[config.mk]
export PLATFORM = sky130hd
export DESIGN_NAME = fp_addsub_arb_flat
export DESIGN_NICKNAME = d
export VERILOG_FILES = /design/src/rtl/fp_addsub_arb_if.sv /design/src/rtl/fp_addsub_arb.sv /design/src/flat_wrapper.sv
export SDC_FILE = /design/constraint.sdc
export NUM_CORES = 1
export LEC_CHECK = 0
export CORE_AREA = 2 2 181 183
export DETAILED_ROUTE_END_ITERATION = 7
export DIE_AREA = 0 0 183 185
export GPL_TIMING_DRIVEN = 0
export PLACE_DENSITY = 0.59
export SYNTH_ARGS = -nofsm -noshare
export SYNTH_HDL_FRONTEND = slang
export SYNTH_SLANG_ARGS = --single-unit
[constraint.sdc]
create_clock -name clk -period 2.9 [get_ports clk]
set_input_delay 0.29 -clock clk [delete_from_list [all_inputs] [get_ports clk]]
set_output_delay 0.29 -clock clk [all_outputs]
set_load 0.05 [all_outputs]
[src/rtl/fp_addsub_arb_if.sv]
// Requester, shared-FPU and response signal bundle for fp_addsub_arb.
// slave = arbiter side, master = environment (requesters, FPU, consumer).
interface fp_addsub_arb_if #(
    parameter int N_REQ = 4,
    parameter int ID_W  = 2,
    parameter int CNT_W = 16
) ();
    logic [N_REQ-1:0]       req_valid;
    logic [N_REQ-1:0]       req_ready;
    logic [32*N_REQ-1:0]    req_a;
    logic [32*N_REQ-1:0]    req_b;
    logic [N_REQ-1:0]       req_sub;
    logic [31:0]            fpu_a;
    logic [31:0]            fpu_b;
    logic                   fpu_sub;
    logic [31:0]            fpu_z;
    logic                   rsp_valid;
    logic                   rsp_ready;
    logic [31:0]            rsp_z;
    logic [ID_W-1:0]        rsp_id;
    logic [CNT_W*N_REQ-1:0] grant_cnt;

    modport slave (
        input  req_valid, req_a, req_b, req_sub, fpu_z, rsp_ready,
        output req_ready, fpu_a, fpu_b, fpu_sub, rsp_valid, rsp_z, rsp_id, grant_cnt
    );

    modport master (
        output req_valid, req_a, req_b, req_sub, fpu_z, rsp_ready,
        input  req_ready, fpu_a, fpu_b, fpu_sub, rsp_valid, rsp_z, rsp_id, grant_cnt
    );
endinterface

[src/rtl/fp_addsub_arb.sv]
// Round-robin sharing of one combinational FP add/sub unit: operand register -> FPU -> result register.
// Define FP_ADDSUB_ARB_STATS_EN to get saturating per-requester grant counters on grant_cnt.
module fp_addsub_arb #(
    parameter int N_REQ = 4,
    parameter int ID_W  = 2,
    parameter int CNT_W = 16
) (
    input  logic           clk,
    input  logic           reset,
    fp_addsub_arb_if.slave bus
);

    // S1 operand register
    logic            op_vld_q, op_vld_d;
    logic [31:0]     op_a_q, op_a_d;
    logic [31:0]     op_b_q, op_b_d;
    logic            op_sub_q, op_sub_d;
    logic [ID_W-1:0] op_id_q, op_id_d;
    // S2 result register
    logic            rsp_valid_q, rsp_valid_d;
    logic [31:0]     rsp_z_q, rsp_z_d;
    logic [ID_W-1:0] rsp_id_q, rsp_id_d;
    logic [ID_W-1:0] rr_ptr_q, rr_ptr_d;

    logic            s2_free, s1_free, s1_adv;
    logic            found, accept;
    logic [ID_W-1:0] gnt_idx;
    logic [N_REQ-1:0] req_ready_c;

    function automatic logic [ID_W-1:0] slot_at(input logic [ID_W-1:0] base, input int k);
        int idx;
        idx = int'(base) + k;
        if (idx >= N_REQ) idx = idx - N_REQ;
        return idx[ID_W-1:0];
    endfunction

    // NOTE: every always_comb output gets a default first so no path leaves it unassigned (no latch).
    always_comb begin
        s2_free = !rsp_valid_q || bus.rsp_ready;
        s1_adv  = op_vld_q && s2_free;
        s1_free = !op_vld_q || s2_free;

        found   = 1'b0;
        gnt_idx = '0;
        for (int k = 0; k < N_REQ; k++) begin
            if (!found && bus.req_valid[slot_at(rr_ptr_q, k)]) begin
                found   = 1'b1;
                gnt_idx = slot_at(rr_ptr_q, k);
            end
        end
        accept = s1_free && found;

        req_ready_c = '0;
        op_vld_d    = op_vld_q;
        op_a_d      = op_a_q;
        op_b_d      = op_b_q;
        op_sub_d    = op_sub_q;
        op_id_d     = op_id_q;
        rr_ptr_d    = rr_ptr_q;

        if (accept) begin
            for (int i = 0; i < N_REQ; i++) begin
                if (gnt_idx == ID_W'(i)) begin
                    req_ready_c[i] = 1'b1;
                    op_a_d         = bus.req_a[32*i +: 32];
                    op_b_d         = bus.req_b[32*i +: 32];
                    op_sub_d       = bus.req_sub[i];
                end
            end
            op_vld_d = 1'b1;
            op_id_d  = gnt_idx;
            rr_ptr_d = (gnt_idx == ID_W'(N_REQ - 1)) ? '0 : gnt_idx + ID_W'(1);
        end else if (s1_adv) begin
            op_vld_d = 1'b0;
        end

        rsp_valid_d = rsp_valid_q;
        rsp_z_d     = rsp_z_q;
        rsp_id_d    = rsp_id_q;
        if (s1_adv) begin
            rsp_valid_d = 1'b1;
            rsp_z_d     = bus.fpu_z;
            rsp_id_d    = op_id_q;
        end else if (s2_free) begin
            rsp_valid_d = 1'b0;
        end
    end

    // NOTE: sequential state uses non-blocking assignments only, so every flop samples pre-edge values.
    always_ff @(posedge clk) begin
        if (reset) begin
            op_vld_q    <= 1'b0;
            op_a_q      <= '0;
            op_b_q      <= '0;
            op_sub_q    <= 1'b0;
            op_id_q     <= '0;
            rsp_valid_q <= 1'b0;
            rsp_z_q     <= '0;
            rsp_id_q    <= '0;
            rr_ptr_q    <= '0;
        end else begin
            op_vld_q    <= op_vld_d;
            op_a_q      <= op_a_d;
            op_b_q      <= op_b_d;
            op_sub_q    <= op_sub_d;
            op_id_q     <= op_id_d;
            rsp_valid_q <= rsp_valid_d;
            rsp_z_q     <= rsp_z_d;
            rsp_id_q    <= rsp_id_d;
            rr_ptr_q    <= rr_ptr_d;
        end
    end

    assign bus.req_ready = req_ready_c;
    assign bus.fpu_a     = op_a_q;
    assign bus.fpu_b     = op_b_q;
    assign bus.fpu_sub   = op_sub_q;
    assign bus.rsp_valid = rsp_valid_q;
    assign bus.rsp_z     = rsp_z_q;
    assign bus.rsp_id    = rsp_id_q;

`ifdef FP_ADDSUB_ARB_STATS_EN
    logic [N_REQ-1:0][CNT_W-1:0] cnt_q, cnt_d;

    // Counters stick at all-ones rather than wrapping.
    always_comb begin
        cnt_d = cnt_q;
        for (int i = 0; i < N_REQ; i++) begin
            if (accept && gnt_idx == ID_W'(i) && !(&cnt_q[i])) begin
                cnt_d[i] = cnt_q[i] + 1'b1;
            end
        end
    end

    always_ff @(posedge clk) begin
        if (reset) begin
            cnt_q <= '0;
        end else begin
            cnt_q <= cnt_d;
        end
    end

    assign bus.grant_cnt = cnt_q;
`else
    assign bus.grant_cnt = {(CNT_W*N_REQ){1'b0}};
`endif

endmodule
[src/flat_wrapper.sv]
// flat-port wrapper written by rule: the top's interface ports become plain ports
module fp_addsub_arb_flat 
#(
    parameter int N_REQ = 4,
    parameter int ID_W  = 2,
    parameter int CNT_W = 16
)
  (clk, reset, bus_req_valid, bus_req_a, bus_req_b, bus_req_sub, bus_fpu_z, bus_rsp_ready, bus_req_ready, bus_fpu_a, bus_fpu_b, bus_fpu_sub, bus_rsp_valid, bus_rsp_z, bus_rsp_id, bus_grant_cnt);
  fp_addsub_arb_if #(.N_REQ(N_REQ), .ID_W(ID_W), .CNT_W(CNT_W)) bus_i ();
  input  logic clk;
  input  logic reset;
  input wire logic [$bits(bus_i.req_valid)-1:0] bus_req_valid;
  input wire logic [$bits(bus_i.req_a)-1:0] bus_req_a;
  input wire logic [$bits(bus_i.req_b)-1:0] bus_req_b;
  input wire logic [$bits(bus_i.req_sub)-1:0] bus_req_sub;
  input wire logic [$bits(bus_i.fpu_z)-1:0] bus_fpu_z;
  input wire logic [$bits(bus_i.rsp_ready)-1:0] bus_rsp_ready;
  output wire logic [$bits(bus_i.req_ready)-1:0] bus_req_ready;
  output wire logic [$bits(bus_i.fpu_a)-1:0] bus_fpu_a;
  output wire logic [$bits(bus_i.fpu_b)-1:0] bus_fpu_b;
  output wire logic [$bits(bus_i.fpu_sub)-1:0] bus_fpu_sub;
  output wire logic [$bits(bus_i.rsp_valid)-1:0] bus_rsp_valid;
  output wire logic [$bits(bus_i.rsp_z)-1:0] bus_rsp_z;
  output wire logic [$bits(bus_i.rsp_id)-1:0] bus_rsp_id;
  output wire logic [$bits(bus_i.grant_cnt)-1:0] bus_grant_cnt;
  assign bus_i.req_valid = bus_req_valid;
  assign bus_i.req_a = bus_req_a;
  assign bus_i.req_b = bus_req_b;
  assign bus_i.req_sub = bus_req_sub;
  assign bus_i.fpu_z = bus_fpu_z;
  assign bus_i.rsp_ready = bus_rsp_ready;
  assign bus_req_ready = bus_i.req_ready;
  assign bus_fpu_a = bus_i.fpu_a;
  assign bus_fpu_b = bus_i.fpu_b;
  assign bus_fpu_sub = bus_i.fpu_sub;
  assign bus_rsp_valid = bus_i.rsp_valid;
  assign bus_rsp_z = bus_i.rsp_z;
  assign bus_rsp_id = bus_i.rsp_id;
  assign bus_grant_cnt = bus_i.grant_cnt;
  fp_addsub_arb #(.N_REQ(N_REQ), .ID_W(ID_W), .CNT_W(CNT_W)) u_core (.clk(clk), .reset(reset), .bus(bus_i));
endmodule
Word-level counts from Yosys, hierarchy flattened
Index checks and enable logic that the tools add are counted.
{"block": "totals", "ff_bits": 105, "inputBits": 299, "out_inout_bits": 168, "elab_cells": 87}
{"block": "classes", "n_addsub": 8, "magnitude_cmp": 8, "n_eq_ne": 3, "mux": 42, "n_reduce_logical": 17}
{"operator": "2-to-1 mux 32 bit", "count": 8}
{"operator": "2-to-1 mux 1 bit", "count": 20}
{"operator": "2-to-1 mux 2 bit", "count": 9}
{"operator": "< comparator 2 x 3 -> 1 bit, second input constant", "count": 4}
{"operator": "greater-or-equal comparator 3 bit, second input constant", "count": 3}
{"operator": "binary-select mux 1 bit (select 2 bit)", "count": 4}
{"operator": "subtractor 2 x 1 -> 2 bit, second input constant", "count": 4}
{"operator": "adder 2 x 2 -> 3 bit, second input constant", "count": 2}
{"operator": "logical AND 1 bit", "count": 5}
{"operator": "zero test 1 bit", "count": 5}
{"operator": "== test 2 bit, second input constant", "count": 2}
{"operator": "2-to-1 mux 4 bit", "count": 1}
{"operator": "nonzero test 2 bit", "count": 2}
{"operator": "nonzero test 4 bit", "count": 1}
{"operator": "adder 2 x 1 -> 3 bit, second input constant", "count": 1}
{"operator": "greater-or-equal comparator 2 x 3 -> 1 bit, second input constant", "count": 1}
{"operator": "adder 2 x 1 -> 2 bit, second input constant", "count": 1}
{"operator": "== test 2 x 1 -> 1 bit, second input constant", "count": 1}
{"operator": "zero test 2 bit", "count": 1}
{"operator": "logical OR 1 bit", "count": 2}
{"operator": "AND reduction 2 bit", "count": 1}

Logic depth before layout (Yosys ltp)
Gate-level depths: netlist of the first run.
{"block": "logic_depth", "depth_word": 19, "ltp_mapped": 12}

Worst setup path after synthesis of the first run
No wires, ideal clock.
{"block": "synth_timing", "path_type": "input-to-output", "start": "in bus_req_valid[0]", "end": "out bus_req_ready[3]", "arrival_time_ns": 2.064, "required_time_ns": 2.610, "slack_ns": 0.546, "path_stages": 8, "path_buffers": 1, "cell_sequence": "nor2b_1 > nor3b_1 > a21oi_1 > nor3_1 > ha_1 > inv_1 > clkbuf_1 > nor2_1"}
{"block": "synth_between", "elab_chain_cells": 15}
{"item": "start, declared", "line": "flat_wrapper.sv:12", "text": "input wire logic [$bits(bus_i.req_valid)-1:0] bus_req_valid;"}
{"item": "binary-select mux 1 bit (select 2 bit)", "line": "fp_addsub_arb.sv:46", "text": "if (!found && bus.req_valid[slot_at(rr_ptr_q, k)]) begin"}
{"item": "2-to-1 mux 1 bit (implied by the code)", "line": "fp_addsub_arb.sv:46"}
{"item": "2-to-1 mux 1 bit", "line": "fp_addsub_arb.sv:46"}
{"item": "zero test 1 bit", "line": "fp_addsub_arb.sv:46"}
{"item": "logical AND 1 bit", "line": "fp_addsub_arb.sv:46"}
{"item": "2-to-1 mux 1 bit", "line": "fp_addsub_arb.sv:46"}
{"item": "zero test 1 bit", "line": "fp_addsub_arb.sv:46"}
{"item": "logical AND 1 bit", "line": "fp_addsub_arb.sv:46"}
{"item": "2-to-1 mux 1 bit", "line": "fp_addsub_arb.sv:46"}
{"item": "zero test 1 bit", "line": "fp_addsub_arb.sv:46"}
{"item": "logical AND 1 bit", "line": "fp_addsub_arb.sv:46"}
{"item": "2-to-1 mux 2 bit *", "line": "fp_addsub_arb.sv:46"}
{"item": "named net u_core.gnt_idx[0]", "line": "fp_addsub_arb.sv:27", "text": "logic [ID_W-1:0] gnt_idx;"}
{"item": "== test 2 bit *", "line": "fp_addsub_arb.sv:63", "text": "if (gnt_idx == ID_W'(i)) begin"}
{"item": "2-to-1 mux 1 bit *", "line": "fp_addsub_arb.sv:63"}
{"item": "2-to-1 mux 4 bit *", "line": "fp_addsub_arb.sv:61", "text": "if (accept) begin"}
{"item": "end, declared", "line": "flat_wrapper.sv:18", "text": "output wire logic [$bits(bus_i.req_ready)-1:0] bus_req_ready;"}
The timed path passes the listed nets; every way through them passes the cells marked *. The select of a mux whose other input is x is not followed.

Final worst setup path of the first run
{"block": "layout_timing", "start": "in bus_req_valid[2]", "end": "out bus_req_ready[3]"}
Same word-level chain as after synthesis.

==> results of run 1 <==
[worst reg2reg max path: stages (launching register included)]
cell and delay, ns:
sky130_fd_sc_hd__dfxtp_1 0.44, sky130_fd_sc_hd__a21oi_1 0.12, sky130_fd_sc_hd__o32ai_2 0.36, sky130_fd_sc_hd__inv_1 0.14, sky130_fd_sc_hd__ha_2 0.26, sky130_fd_sc_hd__inv_1 0.15
sky130_fd_sc_hd__buf_4 0.27, sky130_fd_sc_hd__clkbuf_2 0.33, sky130_fd_sc_hd__o221ai_1 0.26, sky130_fd_sc_hd__a211oi_1 0.27
[cells in the final DEF (no fill, tap or decap), types with 13 or more instances in the layout]
| master | count |
|---|---|
| sky130_fd_sc_hd__clkdlybuf4s50_1 | 394 |
| sky130_fd_sc_hd__nand2_1 | 136 |
| sky130_fd_sc_hd__dfxtp_1 | 105 |
| sky130_fd_sc_hd__buf_4 | 80 |
| sky130_fd_sc_hd__nor2_1 | 69 |
| sky130_fd_sc_hd__mux2i_1 | 64 |
| sky130_fd_sc_hd__o221ai_1 | 64 |
| sky130_fd_sc_hd__conb_1 | 64 |
| sky130_fd_sc_hd__a211oi_1 | 54 |
| sky130_fd_sc_hd__a21oi_1 | 41 |
| sky130_fd_sc_hd__clkbuf_1 | 19 |
| sky130_fd_sc_hd__clkbuf_2 | 13 |
[logic make-up (layout without fill, tap and decap cells)]
family,after synthesis,after routing
buffers and inverters,130,551
other,1,65
flip-flops,105,105
multiplexers,65,65
AO/OA/AOI/OAI,178,178
adder cells (fa/ha/maj),4,4
AND/OR/NAND/NOR,224,224
[timing repair]
item                                    4_1_cts  5_1_grt
resized for setup                            46       16
pin swaps                                     3        1
endpoints found under the setup margin       69       69
setup buffers                                 4        1
[state kept, by name, indices dropped and copies added (netlist names)]
register / count
u_core.op_vld_q: 1
u_core.bus.fpu_a: 32
u_core.rr_ptr_q: 2
u_core.bus.rsp_id: 2
u_core.bus.rsp_z: 32
u_core.bus.fpu_b: 32
u_core.bus.rsp_valid: 1
u_core.op_id_q: 2
u_core.bus.fpu_sub: 1
[worst max path at each step]
stage | depth (start not counted) | endpoint
after floorplan | 8 | bus_req_ready[3]
after global placement | 11 | u_core.bus.fpu_a[21]$_SDFFE_PP0P_
after detailed placement | 11 | u_core.bus.fpu_a[21]$_SDFFE_PP0P_
after CTS | 10 | bus_req_ready[1]
after global routing | 12 | u_core.bus.fpu_b[10]$_SDFFE_PP0P_
final | 10 | bus_req_ready[3]
[stage by stage]
step | setup TNS [ns] | util (%)
6_report | 0 | 34.5
5_1_grt | -0.667 | 34.5
3_5_place_dp | -81.03 | 33.1
3_3_place_gp | -72.89 | 33.1
4_1_cts | 0 | 34.4
2_1_floorplan | 0 | -
[area by class of cell]
type / count / area (sq um)
clock inverter: 7 / 72.6
inverter: 5 / 18.8
buffer: 124 / 813
multi-input combinational: 535 / 3260
sequential: 105 / 2100
fill: 3399 / 21000
timing repair buffer: 406 / 4060
antenna: 1 / 2.50
clock buffer: 9 / 225
tap: 408 / 510
[power breakdown]
part | internal, uW | total [uW] | switching [uW]
sequential | 1830 | 2050 | 218
combinational | 1970 | 5320 | 3360
clock | 610 | 1280 | 666
total | 4410 | 8650 | 4240
[metal layers]
metal  global-route usage [%]  routed length, um  vias to the layer above
met2                     29.6              14700                      293
met1                     18.8              11700                     3168
met3                     4.56               2240                       24
met5                        0                  0                        -
met4                     3.68                468                        0
li1                         -                  -                     3358
==> parameters.txt, run 1 <==
Parameter                              Value

Die
  Number of core rows    66
  Width of the die    about 180 um
  Die Area    0.0339 sq mm
  Die height    185 um
  Initial standard-cell utilization of the core    a little under a fifth
  Num ports    between 400 and 500
  Floorplan Core Area    around 0.032 sq mm

Yosys
  Share of the synthesized netlist area taken by xor and xnor gates    0%
  Post-synthesis cell type with the largest combined area    sky130_fd_sc_hd__dfxtp_1
  Compound-cell area share of the yosys netlist    around a quarter
  Leading post-synthesis cells by instance count    136 x sky130_fd_sc_hd__nand2_1, 105 x sky130_fd_sc_hd__dfxtp_1, 73 x sky130_fd_sc_hd__buf_4, 70 x sky130_fd_sc_hd__nor2_1
  Combinational family with the most area after synthesis    compound AO/OA/AOI/OAI gates
  Mean instance size in the synthesized netlist    a little over 8 sq um
  Netlist area before placement    around 0.0059 sq mm
  Cell with the most instances after synthesis    sky130_fd_sc_hd__nand2_1
  Yosys reg bits    between 100 and 150
  Multiplexer area fraction after synthesis    between 10 and 15%
  Sequential-to-total area share from yosys stat    a little over a third
  Synth top area cells    sky130_fd_sc_hd__dfxtp_1 36%, sky130_fd_sc_hd__mux2i_1 11%, sky130_fd_sc_hd__o221ai_1 9.6%
  Simple-gate portion of the synthesized area    15.4%
  YS warnings    0
  Fraction of registers with async set or reset after synthesis    0%
  Share of the synthesized area in the top cell type    between 30 and 40%
  Number of instances in the synthesized netlist    a little over 700
  Distinct cell type count of the synthesized netlist    33
  Number of flops mapped to enable cells by yosys    0
  Most common flop cell mapped by yosys    sky130_fd_sc_hd__dfxtp_1
  Share of synthesized cell area in full adder, half adder and majority cells    0.854%

Setup path
  Timing startpoint of the critical path    bus_req_valid[2]
  Setup Crit Path Kind    input pin to primary output
  Start of the worst register-to-register path    u_core.rr_ptr_q[1]$_SDFFE_PP0P_
  Worst EP required    approximately 2.6 ns
  Crit Reg-Reg Endpoint    u_core.bus.fpu_b[26]$_SDFFE_PP0P_
  Sort of element at the start of the critical path    input pin
  Register-to-register setup slack    0.22 ns
  Crit-path max FO    10
  Highest cell delay on the worst timing path    about 0.47 ns
  Total buffers and inverters traversed by the critical path    4
  Cells along the critical path    clkdlybuf4s50_1 -> nor2b_2 -> a21oi_1 -> a21oi_2 -> nor3_2 -> ha_2 -> inv_1 -> clkbuf_4 -> nor2_1 -> buf_4
  Family of cells with the greatest summed delay on the critical path    buffers and inverters
  Sort of element at the end of the critical path    primary output
  Worst-case reg-to-reg path depth    9
  Critical path's slowest cell    sky130_fd_sc_hd__clkdlybuf4s50_1
  WP data arrival    around 2.5 ns

Clock tree
  Deepest level of the CTS H-tree    3
  TritonCTS clock tree    built
  Post-CTS Hold Buffers    0
  Clock slew at reported path FFs    about 0.080 ns
  Buffers from clock root to sink, at most    2
  Total clock buffers created by CTS    9
  Clock sink total    roughly 110
  Insertion delay of the later-clocked pin in the worst-skew pair    0.35 ns
  Root Driver    sky130_fd_sc_hd__clkbuf_16

Placed design
  Post-DP HPWL    approximately 24000 um
  Number of cells in the design after placement    1579
  Count of buffers inserted at the top-level ports    401
  Worst setup slack before clock tree synthesis    -1.41 ns
  Cell Area, Placed    0.0106 sq mm
  Final weighted congestion in routability-driven placement    between 0.8 and 0.9

Cells and area
  Total non-filler cell area in the finished layout    0.0111 sq mm
  Post-synthesis to final-layout area growth    88.9%
  # nets final    1489
  Share of cells above drive strength 1    12.8%
  Filler-free cell count of the finished design    approximately 1.6k

Worst hold path
  HP Start    bus_req_valid[1]
  Worst hold stages    3
  Worst min-delay path category    input pin to register
  Hold-critical path endpoint    u_core.op_vld_q$_SDFFE_PP0P_

STA
  Post-layout minimum cycle time    between 2 and 3 ns
  Worst hold-check slack    roughly 0.39 ns
  Final setup violation count    0
  RSZ-0062 raised after global routing    true
  Max-slew violation total from the final report    0
  Worst slew margin relative to its limit    48.0%
  Clock Skews    0.00933 ns
  Final hold violation count    0
  Upper clock frequency limit    354 MHz
  Final period utilization    between 90% and 100%
  Transition at the pin with the smallest max-transition slack    0.780 ns
  Post-route setup slack    0.0764 ns

Power
  Worst vdd ir    approximately 0.00028 V
  Static Leak    roughly 0.0044 uW
  Power density cells    782 mW/mm^2
  Total chip power    between 8000 and 9000 uW

Routing
  Count of vias placed by the detailed router    6843
  Final wirelength    a little under 30000 um
  Post-detailed-route wirelength per cell    18.2 um
  Final ANT Viol Nets    0
  Iteration-0 DRC count of the detailed router    ~210
  Drt pass-1 iters    4
  Post-route DRC violation count    0
  Average via count per standard cell    ~4.3

GRT
  Initial antenna violation count    1
  First-pass GRT wire length    41000 um
  Via count of the first global-routing pass    6640
  Overall global routing resource usage    between 15 and 20%
  Maximum number of pins on one net before global-route repair    21
  Residual overflow from global routing    0

Flow run
  Max cap viols    0

Run status
  Outcome    finished, final reports clean
No activity file was read; power rests on OpenSTA's default activity.
==> run 2, diff against run 1 <==
--- a/config.mk
+++ b/config.mk
@@ -6,6 +6,7 @@
 export NUM_CORES = 1
 export LEC_CHECK = 0
 export CORE_AREA = 2 2 181 183
+export CTS_CLUSTER_DIAMETER = 60
 export DETAILED_ROUTE_END_ITERATION = 7
 export DIE_AREA = 0 0 183 185
 export GPL_TIMING_DRIVEN = 0
==> results of run 2 <==
No change in the layout: final DEF, timing and power equal those of run 1.
